==> src/rtl/uart_transmitter.sv <==
`timescale 1ns/1ps
// UART transmitter: start bit, 8 data bits LSB first, optional parity bit, stop bit.
// Latency: Tx falls one cycle after a byte is accepted when idle; queued bytes follow with no gap.
// Backpressure: data_ready drops while the one-entry holding register is full; data_valid is ignored then.
module uart_transmitter #(
   parameter int CLOCK_FREQ = 50000000,
   parameter int BAUD_RATE  = 9600,
   parameter int PARITY_EN  = 1,
   parameter int PARITY_ODD = 0
) (
   input  logic        clk,
   input  logic        nRst,
   input  logic        enable,
   input  logic [7:0]  data_in,
   input  logic        data_valid,
   output logic        data_ready,
   output logic        Tx,
   output logic        transmitting,
   output logic [3:0]  bits_sent,
   output logic [15:0] BAUD_counter,
   output logic        tx_done
);

   localparam int          CLKS_PER_BIT = CLOCK_FREQ / BAUD_RATE;
   localparam logic [15:0] LAST_CNT     = 16'(CLKS_PER_BIT - 1);
   localparam logic        ODD_BIT      = (PARITY_ODD != 0);
   localparam logic        HAS_PARITY   = (PARITY_EN != 0);

   typedef enum logic [2:0] {
      IDLE   = 3'd0,
      START  = 3'd1,
      DATA   = 3'd2,
      PARITY = 3'd3,
      STOP   = 3'd4
   } state_t;

   state_t      state, state_nxt;

   // Datapath registers and their next values
   logic [15:0] baud_cnt, baud_nxt;
   logic [3:0]  bit_cnt, bit_nxt;
   logic [7:0]  shift_reg, shift_nxt;
   logic        par_bit, par_nxt;
   logic [7:0]  hold_dat, hold_dat_nxt;
   logic        hold_vld, hold_vld_nxt;
   logic        tx_q, tx_nxt;
   logic        done_q, done_nxt;

   logic        bit_end;
   logic        can_start;
   logic        load;

   // Last cycle of the current bit period; the FSM only advances here
   assign bit_end   = (baud_cnt == LAST_CNT);
   // A frame may start only with a queued byte and the gate open
   assign can_start = hold_vld && enable;

   // State register
   always_ff @(posedge clk or negedge nRst) begin
      if (!nRst) begin
         state <= IDLE;
      end else begin
         state <= state_nxt;
      end
   end

   // Next-state, bit timing, shifting and holding-register control
   always_comb begin
      state_nxt    = state;
      baud_nxt     = baud_cnt;
      bit_nxt      = bit_cnt;
      shift_nxt    = shift_reg;
      par_nxt      = par_bit;
      hold_dat_nxt = hold_dat;
      hold_vld_nxt = hold_vld;
      tx_nxt       = tx_q;
      done_nxt     = 1'b0;
      load         = 1'b0;

      // Bit-period counter runs in every non-idle state and wraps at the bit end
      if (state == IDLE) begin
         baud_nxt = 16'd0;
      end else if (bit_end) begin
         baud_nxt = 16'd0;
      end else begin
         baud_nxt = baud_cnt + 16'd1;
      end

      case (state)
         IDLE: begin
            tx_nxt = 1'b1;
            if (can_start) begin
               load = 1'b1;
            end
         end
         START: begin
            if (bit_end) begin
               state_nxt = DATA;
               tx_nxt    = shift_reg[0];
            end
         end
         DATA: begin
            if (bit_end) begin
               shift_nxt = {1'b0, shift_reg[7:1]};
               bit_nxt   = bit_cnt + 4'd1;
               if (bit_cnt == 4'd7) begin
                  if (HAS_PARITY) begin
                     state_nxt = PARITY;
                     tx_nxt    = par_bit;
                  end else begin
                     state_nxt = STOP;
                     tx_nxt    = 1'b1;
                  end
               end else begin
                  // Next data bit is the one about to land in bit 0
                  tx_nxt = shift_reg[1];
               end
            end
         end
         PARITY: begin
            if (bit_end) begin
               state_nxt = STOP;
               tx_nxt    = 1'b1;
            end
         end
         STOP: begin
            if (bit_end) begin
               done_nxt = 1'b1;
               if (can_start) begin
                  // Chain straight into the next start bit, no idle gap
                  load = 1'b1;
               end else begin
                  state_nxt = IDLE;
                  tx_nxt    = 1'b1;
               end
            end
         end
         default: begin
            state_nxt = IDLE;
            tx_nxt    = 1'b1;
         end
      endcase

      // Move the queued byte into the shifter and begin a start bit.
      // Parity is captured here because the shifter is consumed as it goes.
      if (load) begin
         state_nxt    = START;
         shift_nxt    = hold_dat;
         par_nxt      = (^hold_dat) ^ ODD_BIT;
         bit_nxt      = 4'd0;
         tx_nxt       = 1'b0;
         hold_vld_nxt = 1'b0;
      end

      // Accept only when the holding register was empty at this edge; on a
      // transfer edge it is still full, so acceptance resumes next cycle.
      if (data_valid && !hold_vld) begin
         hold_vld_nxt = 1'b1;
         hold_dat_nxt = data_in;
      end
   end

   // Datapath registers; reset drives the line idle high at once
   always_ff @(posedge clk or negedge nRst) begin
      if (!nRst) begin
         baud_cnt  <= 16'd0;
         bit_cnt   <= 4'd0;
         shift_reg <= 8'd0;
         par_bit   <= 1'b0;
         hold_dat  <= 8'd0;
         hold_vld  <= 1'b0;
         tx_q      <= 1'b1;
         done_q    <= 1'b0;
      end else begin
         baud_cnt  <= baud_nxt;
         bit_cnt   <= bit_nxt;
         shift_reg <= shift_nxt;
         par_bit   <= par_nxt;
         hold_dat  <= hold_dat_nxt;
         hold_vld  <= hold_vld_nxt;
         tx_q      <= tx_nxt;
         done_q    <= done_nxt;
      end
   end

   assign Tx           = tx_q;
   assign data_ready   = !hold_vld;
   assign transmitting = (state != IDLE);
   assign bits_sent    = bit_cnt;
   assign BAUD_counter = baud_cnt;
   assign tx_done      = done_q;

endmodule

==> config.mk <==
export PLATFORM = sky130hd
export DESIGN_NAME = uart_transmitter
export DESIGN_NICKNAME = d
export VERILOG_FILES = /design/src/rtl/uart_transmitter.sv
export SDC_FILE = /design/constraint.sdc
export NUM_CORES = 1
export LEC_CHECK = 0
export BUFFER_PORTS_ARGS = -buffer_cell sky130_fd_sc_hd__buf_4
export CAP_MARGIN = 0
export CORE_UTILIZATION = 55
export DETAILED_ROUTE_END_ITERATION = 16
export PLACE_DENSITY = 0.78
export SYNTH_ARGS = -nofsm -noshare
export SYNTH_HDL_FRONTEND = slang
export SYNTH_SLANG_ARGS = --single-unit
export TNS_END_PERCENT = 50
==> constraint.sdc <==
create_clock -name clk -period 3.92 [get_ports clk]
set_clock_uncertainty 0.05 [all_clocks]
set_input_delay 0.784 -clock clk [delete_from_list [all_inputs] [get_ports clk]]
set_output_delay 0.784 -clock clk [all_outputs]
set_load 0.005 [all_outputs]
Word-level counts from Yosys, hierarchy flattened
Cells that the tools add are included.
{"block": "word_totals", "regBits": 43, "input_bits": 12, "elab_cells": 67}
{"block": "op_classes", "addsub": 2, "n_eq_ne": 13, "mux": 31, "reduce_logical": 12}
{"cell": "$mux W16", "count": 2}
{"cell": "$mux W8", "count": 3}
{"cell": "$mux W3", "count": 7}
{"cell": "$ne A3 B3 Y1 const B", "count": 6}
{"cell": "$add A16 B1 Y16 const B", "count": 1}
{"cell": "$eq A16 B13 Y1 const B", "count": 1}
{"cell": "$pmux W3 S5", "count": 1}
{"cell": "$mux W1", "count": 13}
{"cell": "$mux W4", "count": 3}
{"cell": "$reduce_xor A8 Y1", "count": 1}
{"cell": "$reduce_and A7 Y1", "count": 1}
{"cell": "$eq A3 B2 Y1 const B", "count": 2}
{"cell": "$reduce_bool A2 Y1", "count": 3}
{"cell": "$reduce_and A5 Y1", "count": 1}
{"cell": "$add A4 B1 Y4 const B", "count": 1}
{"cell": "$eq A4 B3 Y1 const B", "count": 1}
{"cell": "$pmux W1 S4", "count": 1}
{"cell": "$eq A3 B1 Y1 const B", "count": 1}
{"cell": "$eq A3 B3 Y1 const B", "count": 1}
{"cell": "$logic_not A3 Y1", "count": 1}
{"cell": "$reduce_bool A3 Y1", "count": 1}
{"cell": "$logic_and A1 B1 Y1", "count": 2}
{"cell": "$ne A2 B2 Y1 const B", "count": 1}
{"cell": "$pmux W1 S2", "count": 1}
{"cell": "2 further kinds", "count": 2}

Longest topological paths before layout
Gate-level depths: netlist of run 1.
{"block": "depth", "word_depth": 6, "depth_mapped": 7, "ltp_nobuf": 5}

Worst setup path before layout of run 1
Ideal clock, no wire load.
{"block": "synth_timing", "kind": "register to register", "from": "register baud_cnt[0], in the netlist BAUD_counter[0]", "to": "register shift_reg[3]", "setup_ns": 0.104, "arrival_ns": 1.739, "t_required_ns": 3.766, "path_slack_ns": 2.027, "path_stages_with_launch": 7, "n_path_buf": 1, "period_less_slack_ns": 1.893, "cell_sequence": "dfrtp_1 -> ha_1 -> and4b_1 -> nand4_1 -> buf_2 -> a221o_1 -> a221oi_1"}
{"block": "synth_via", "elab_chain_len": 5}
{"item": "start: declaration", "line": "40", "source": "logic [15:0] baud_cnt, baud_nxt;"}
{"item": "start signal: assignment", "line": "175", "source": "baud_cnt <= baud_nxt;"}
{"item": "$eq A16 B13 Y1 *", "line": "54", "source": "assign bit_end = (baud_cnt == LAST_CNT);"}
{"item": "$mux W1", "line": "127", "source": "if (bit_end) begin"}
{"item": "$pmux W1 S2", "line": "89", "source": "case (state)"}
{"item": "$reduce_bool A2 Y1 (no line)"}
{"item": "$reduce_and A2 Y1 (no line)"}
{"item": "end signal: assignment", "line": "177", "source": "shift_reg <= shift_nxt;"}
{"item": "end: declaration", "line": "42", "source": "logic [7:0] shift_reg, shift_nxt;"}
Mark *: on every way between the ends. The rest lies on a longest branch, timed or not.
A chain may end at the register's enable or synchronous reset.

Worst setup path in the final report of run 1
{"block": "layout_timing", "from": "register baud_cnt[0], in the netlist BAUD_counter[0]", "to": "register par_bit"}
{"block": "layout_via", "elab_chain_len": 3}
{"item": "$eq A16 B13 Y1", "line": "54"}
{"item": "$mux W1", "line": "127"}
{"item": "$pmux W1 S2", "line": "89"}
{"item": "end signal: assignment", "line": "178", "source": "par_bit <= par_nxt;"}
{"item": "end: declaration", "line": "43", "source": "logic par_bit, par_nxt;"}
No other way between the ends.

==> results of run 1 <==
power groups by stage:
| stage | sequential [mW] | clock (mW) | combinational [mW] |
|---|---|---|---|
| floorplan | 0.709 | 0 | 0.398 |
| global placement | 0.746 | 0 | 0.542 |
| detailed placement | 0.755 | 0 | 0.553 |
| CTS | 0.747 | 0.357 | 0.559 |
| global route | 0.774 | 0.374 | 0.620 |
| finish | 0.750 | 0.354 | 0.558 |
final cells by class:
cell class	count	share of cell area, %
clock buffers	6	3.18
flip-flops and latches	43	41.5
inverters	19	2.75
well taps	48	2.31
multi-input cells	155	38.2
clock inverters	2	1.35
repair buffers	37	10.7
metrics by stage:
stage	utilization, %	total power [mW]	worst slack (ps)	cells
2_1_floorplan	-	1.11	2030	226
3_3_place_gp	66.7	1.29	1610	302
3_5_place_dp	66.7	1.31	1510	302
4_1_cts	69.8	1.66	1470	310
5_1_grt	69.8	1.77	1270	310
6_report	69.8	1.66	1440	310
per-layer routing:
metal,global-route usage (%),vias to the layer above,wire length (um)
li1,-,871,-
met3,5.28,9,209
met2,37.4,56,2210
met5,0,-,0
met1,35.2,889,2330
met4,10.0,0,67
cells in the final DEF (no fill, tap or decap), types with 2 or more instances in the layout:
master    count
dfrtp_1      42
buf_4        37
nor2_1       24
inv_1        19
xnor2_1      15
nand2_1      14
o21ai_0      13
nor3_1       11
nand4_1       7
nand3_1       7
a21oi_1       7
a221oi_1      7
nor4_1        6
xor2_1        6
clkbuf_8      6
or3_1         3
and3_1        3
nand2b_1      3
and4b_1       2
nor3b_1       2
and4_1        2
nor4b_1       2
mux2i_1       2
nand4b_1      2
nand3b_1      2
ha_1          2
final timing paths:
check                                 from               to  slack (ps)  cells past startpoint
min in group clk                   par_bit          par_bit         480                      1
min reg2reg                        par_bit          par_bit         480                      1
max                        BAUD_counter[0]          par_bit        1440                      7
max reg2reg                BAUD_counter[0]          par_bit        1440                      7
max in group asynchronous             nRst               Tx        3030                      1
min                                   nRst  BAUD_counter[5]         420                      1
logic make-up (layout without fill, tap and decap cells):
logic type,count (synthesis),in the layout,synth area share (%)
AO/OA/AOI/OAI,33,33,9.66
AND/OR/NAND/NOR,96,96,24.8
flip-flops,43,43,49.5
multiplexers,3,3,1.44
buffers and inverters,28,64,5.00
XOR/XNOR,21,21,8.45
adder cells (fa/ha/maj),2,2,1.15
==> results.txt, run 1 <==
The largest net degree at the start of global routing came out at 44. The total overflow reported by the global router is 0. The multi-input combinational cells in the finished layout cover a total of about 990 sq um. The max-capacitance violation count is 0. The overall routing resource usage is 25.0%. The register with the most flip-flops in the layout has 16 of them. In this run the remaining antenna-violating nets after routing total 0. The count of clock tree sinks came out at 43. Once placement finished, the instance area stood at between 2000 and 2500 sq um. For the worst setup path, the data arrival time is ~2600 ps. The total power per unit cell area came out at 641 nW/um^2. The CTS root buffer is clkbuf_8. The number of global-route vias before repair is 1709. The count of different cell masters after synthesis came out at 40. The required time at the worst-slack endpoint came out at between 4000 and 5000 ps. The commonest cells after synthesis are dfrtp_1, nor2_1, inv_1. The type of element capturing the critical path is a flip-flop. During synthesis, Yosys emitted a total of 0 warnings. For this run, design rule violations remaining after detail routing come to 0. The H-tree was split into 2 levels. In the routed layout, each cell is associated on average with a via count of between 5 and 6. In the final design database the tool counted around 280 nets.

The total detailed-routing wirelength came out at roughly 4800 um. The top fanout value on the critical path came out at 20. VDD sags by at most between 500 and 600 uV. The number of synthesized flops with an enable pin came out at 0.

Counting both buffers and inverters, the worst setup path holds a total of 2. STA classifies the critical path startpoint as a flip-flop. Once layout is done, the placed cells without fillers occupy between 2000 and 3000 sq um. The min-delay analysis places its worst path in the category primary input to asynchronous set/reset pin. The fraction of post-synthesis cell area in the top cell type by area is between 40% and 50%. After floorplanning, the core was divided into 22 placement rows. The initial antenna violation count was 0. The number of hold buffers added after cts is 0. The share of flip-flops with an asynchronous set or reset after synthesis is 100%. The number of vias in the routed layout is between 1.5k and 2k. The footprint of the flip-flops and latches came out at between 1000 and 1500 sq um. The relative slew slack came out at 38.3%. The final-report setup violation count came out at 0. Broken down by cell family, the worst path's largest delay share belongs to buffers and inverters.

The HPWL reported at the end of detailed placement came out at 3320 um. The first detailed-routing pass ran for 4 iterations. After synthesis the cells add up to 2180 sq um. The layout cell share with drive strength beyond 1 came out at 19.5%. After technology mapping, the gate count stands at 226. The run finished with clean final reports.

The part of the power in registers came out at between 40% and 50%. The time the worst path needs with I/O delays and setup is roughly 2500 ps. The number of gates resized after cts is 0. The final hold slack came out at 417 ps. The final setup TNS is 0 ps.

The switching share of total power is between 30% and 40%. The clock latency reported for the late side of the worst-skew pair is 290 ps. The synthesized design spends more area on one cell type than any other, namely dfrtp_1.

The total net switching power is ~580 uW. No sink is reached through more buffers than the 2 on the longest clock path. The global placer's final weighted congestion is about 0.84. The wire length of the first global-routing pass is around 7900 um.

The primary flip-flop cell chosen by synthesis mapping is dfrtp_1. After clock tree synthesis, the clock-pin slew on the worst setup and hold paths is 90 ps. The period utilization came out at roughly 63%. The post-synthesis area per instance is ~9.6 sq um. The most frequently used cell type in the post-synthesis netlist is dfrtp_1.

The layout filler cell count is slightly above 300. Measured along the x axis, the die boundary spans between 60 and 70 um. The setup fix buffers added after clock tree synthesis is 0. The longest individual stage delay on the worst path came out at around 440 ps. The total count of hold-check failures in the final report is 0.

The upper clock frequency limit came out at roughly 0.4 GHz. The initial cell density of the core is about three fifths. The total CTS buffers is 5. The transition at the pin with the smallest max-transition slack is just over 900 ps.

Setup repair after global routing left no endpoint under its margin. TritonCTS built the clock tree. The sequential cell area fraction in the yosys report is a little under 50%. For this design the static power due to leakage is around 1.2 nW. The boundary pin count is 36.

The synthesized net count is 240. The y dimension of the die is about 65 um. In this run the standard cell core region covers ~3700 sq um. The count of final max-slew check failures came to 0.

The number of DRC markers after the initial detailed-route iteration is 215. The number of diodes added for antenna fixing is 0. The average routed wire per standard cell is roughly 16 um. Cell internal power was estimated by the tool at between 1 and 1.5 mW. The floorplan step defined a die boundary enclosing 4210 sq um. The setup path with the least slack is of type flip-flop to flip-flop. The layout overhead on the synthesized area came out at 19.2%. The number of synthesized register bits came out at 43. The quantity of I/O buffers inserted on ports came out at 35. The slowest stage of the critical path is the dfrtp_1 cell. Ranked by total cell area, the synthesized netlist is headed by dfrtp_1, xnor2_1, nor2_1. The combinational power share is about 34%. The power share of the clock group is between 20% and 30%. The critical path goes through ha_1, and4b_1, nand4_1, buf_4, a21boi_1, buf_4, mux2_2.

Among the stages of the critical path, the cell type that occurs most often is buf_4.
Power figures use the tool's default switching activity.
==> run 2, diff against run 1 <==
==> constraint.sdc (replaced) <==
create_clock -name clk -period 2.6 [get_ports clk]
set_clock_uncertainty 0.05 [all_clocks]
set_input_delay 0.52 -clock clk [delete_from_list [all_inputs] [get_ports clk]]
set_output_delay 0.52 -clock clk [all_outputs]
set_load 0.005 [all_outputs]
==> results.txt, run 2 (synthesis results as in run 1) <==
Result of the run: complete, no violations (unchanged). The minimum setup slack after placement came out at 529 ps (was 1510 ps). The final hold slack is 151 ps (was 417 ps). The power after layout is 2.39 mW (was 1.66 mW). The area of the core is 3720 sq um (unchanged). The count of clock tree sinks was 43 (unchanged). The max-capacitance violation count is 0 (unchanged).

The initial cell density of the core is 58.6% (unchanged). The number of gates resized after cts came to 0 (unchanged). The critical path launch point type is a flip-flop (unchanged). The count of final max-slew check failures came out at 0 (unchanged).

The number of detailed-route iterations in the first pass came out at 4 (unchanged). The number of DRC markers after the initial detailed-route iteration was 142 (was 215). The number of design rule violations left after detail routing came to 0 (unchanged).

The required time at the worst-slack endpoint came out at 2730 ps (was 4040 ps). The commonest non-fill, non-tap cell in the layout is dfrtp_1 (unchanged). The global placer's final weighted congestion came out at 0.832 (was 0.840). The placed cell area is 2490 sq um (was 2480 sq um). The relative slew slack came to 64.2% (was 38.3%). The total count of hold-check failures in the final report is 0 (unchanged). The total CTS buffers is 5 (unchanged). The utilization after layout came out at 69.4% (was 69.8%). The top fanout value on the critical path is 7 (was 20). Unrepaired setup endpoints after global routing: false (unchanged). The area of the die is 4210 sq um (unchanged). The deepest level of the CTS H-tree is 2 (unchanged). The CTS root buffer is clkbuf_8 (unchanged). The number of cells in the finished layout apart from fillers is 312 (was 310). The maximum resistive drop on vdd is 506 uV (was 522 uV). The TritonCTS clock tree is yes (unchanged). The width of the chip is 64.9 um (unchanged). The number of diodes added for antenna fixing came out at 0 (unchanged). The wire length of the first global-routing pass is 7850 um (was 7940 um).

The switching share of total power is 36.4% (was 34.7%). The layout cell share with drive strength beyond 1 is 19.7% (was 19.5%). The initial antenna violation count is 0 (unchanged). The total power per unit cell area is 926 nW/um^2 (was 641 nW/um^2). The quantity of I/O buffers inserted on ports was 35 (unchanged).

The upper clock frequency limit is 0.473 GHz (was 0.403 GHz). The HPWL reported at the end of detailed placement is 3310 um (was 3320 um). The part of the power in registers came to 47.7% (was 45.1%). The total detailed-routing wirelength is 4740 um (was 4820 um). The type of element capturing the critical path is a flip-flop (unchanged). The time the worst path needs with I/O delays and setup came out at 2120 ps (was 2480 ps). The number of placed cells counting well taps is 304 (was 302).

The via density per instance is 5.80 (was 5.89). The type of the most critical hold path is primary input to asynchronous set/reset pin (unchanged). The largest net degree at the start of global routing came out at 44 (unchanged).

The layout overhead on the synthesized area came out at 18.4% (was 19.2%). The number of vias in the routed layout came out at 1809 (was 1825). The reported leakage power came out at 1.15 nW (was 1.16 nW). The total net switching power is 868 uW (was 577 uW). The number of hold buffers added after cts is 0 (unchanged).

The y dimension of the die came out at 64.9 um (unchanged). The overall routing resource usage came to 25.2% (was 25.0%). The combinational power share is 34.9% (was 33.6%). The power share of the clock group came to 17.4% (was 21.3%). The internal power summed over all cells is 1.52 mW (was 1.09 mW).

The period utilization is 81.4% (was 63.3%). The critical path arrival is 2250 ps (was 2600 ps). Most used cells in the layout excluding fill and tap cells: dfrtp_1, buf_4, nor2_1 (unchanged). The maximum count of clock buffers along a single path came out at 2 (unchanged). The total overflow reported by the global router came out at 0 (unchanged). The clock transition at the register clock pins on the worst setup and hold paths after CTS was 80 ps (was 90 ps). The final worst-path setup slack is 484 ps (was 1440 ps). The final-report setup violation count is 0 (unchanged).

The clock latency reported for the late side of the worst-skew pair came out at 300 ps (was 290 ps). The boundary pin count is 36 (unchanged). The number of flip-flops under the largest register name is 16 (unchanged). The final setup TNS was 0 ps (unchanged). The count of antenna-violating nets left after detailed routing came out at 0 (unchanged). The setup fix buffers added after clock tree synthesis is 0 (unchanged). The number of nets in the final layout came out at 277 (was 275).

The number of global-route vias before repair was 1632 (was 1709). The final design area excluding fillers came out at 2580 sq um (was 2590 sq um). The path type of the worst setup path is flip-flop to flip-flop (unchanged).

The transition at the pin with the smallest max-transition slack is 537 ps (was 923 ps). The number of core rows is 22 (unchanged). The average routed wire per standard cell was 15.2 um (was 15.5 um).
## run 2: changes by cell type in the layout (fill, tap and decap cells not counted), sizes merged
| cell | change |
|---|---|
| buf | +2 |
| bufinv | -1 |
| clkinvlp | +1 |
## run 2: area by class of cell
class	count	area (sq um)
Tap cell	48	60.1
Clock inverter	2	12.5
Inverter	19	71.3
Timing Repair Buffer	39	293
Multi-Input combinational cell	155	991
Fill cell	330	1140
Clock buffer	6	72.6
Sequential cell	43	1080
## run 2: path summary, 6_finish.rpt
path	startpoint	endpoint	slack, ps	cells after the start
min	nRst	BAUD_counter[3]	150	1
max in group asynchronous	nRst	Tx	1970	1
min reg2reg	BAUD_counter[0]	BAUD_counter[0]	480	1
max reg2reg	BAUD_counter[0]	shift_reg[0]	480	5
min in group clk	data_in[0]	hold_dat[0]	370	3
max	BAUD_counter[0]	shift_reg[0]	480	5
## run 2: worst max-delay path: stages, from the launching register on
cell,delay [ps]
dfrtp_1,430
ha_1,290
and4b_1,230
nand4_1,180
a221o_1,490
a221oi_1,330
## run 2: power groups by stage
| stage | Clock [mW] | Combinational, mW | Sequential (mW) |
|---|---|---|---|
| final | 0.415 | 0.834 | 1.14 |
| after floorplan | 0 | 0.599 | 1.07 |
| after CTS | 0.430 | 0.844 | 1.13 |
| after detailed placement | 0 | 0.839 | 1.14 |
| after global routing | 0.455 | 0.945 | 1.18 |
| after global placement | 0 | 0.822 | 1.13 |
## run 2: routing by layer
| metal | vias up | global-route usage [%] | share of wire [%] |
|---|---|---|---|
| met2 | 57 | 36.5 | 46 |
| li1 | 867 | - | - |
| met3 | 8 | 7.22 | 5.3 |
| met4 | 0 | 10.3 | 1.7 |
| met1 | 877 | 35.1 | 47 |
| met5 | - | 0 | 0 |
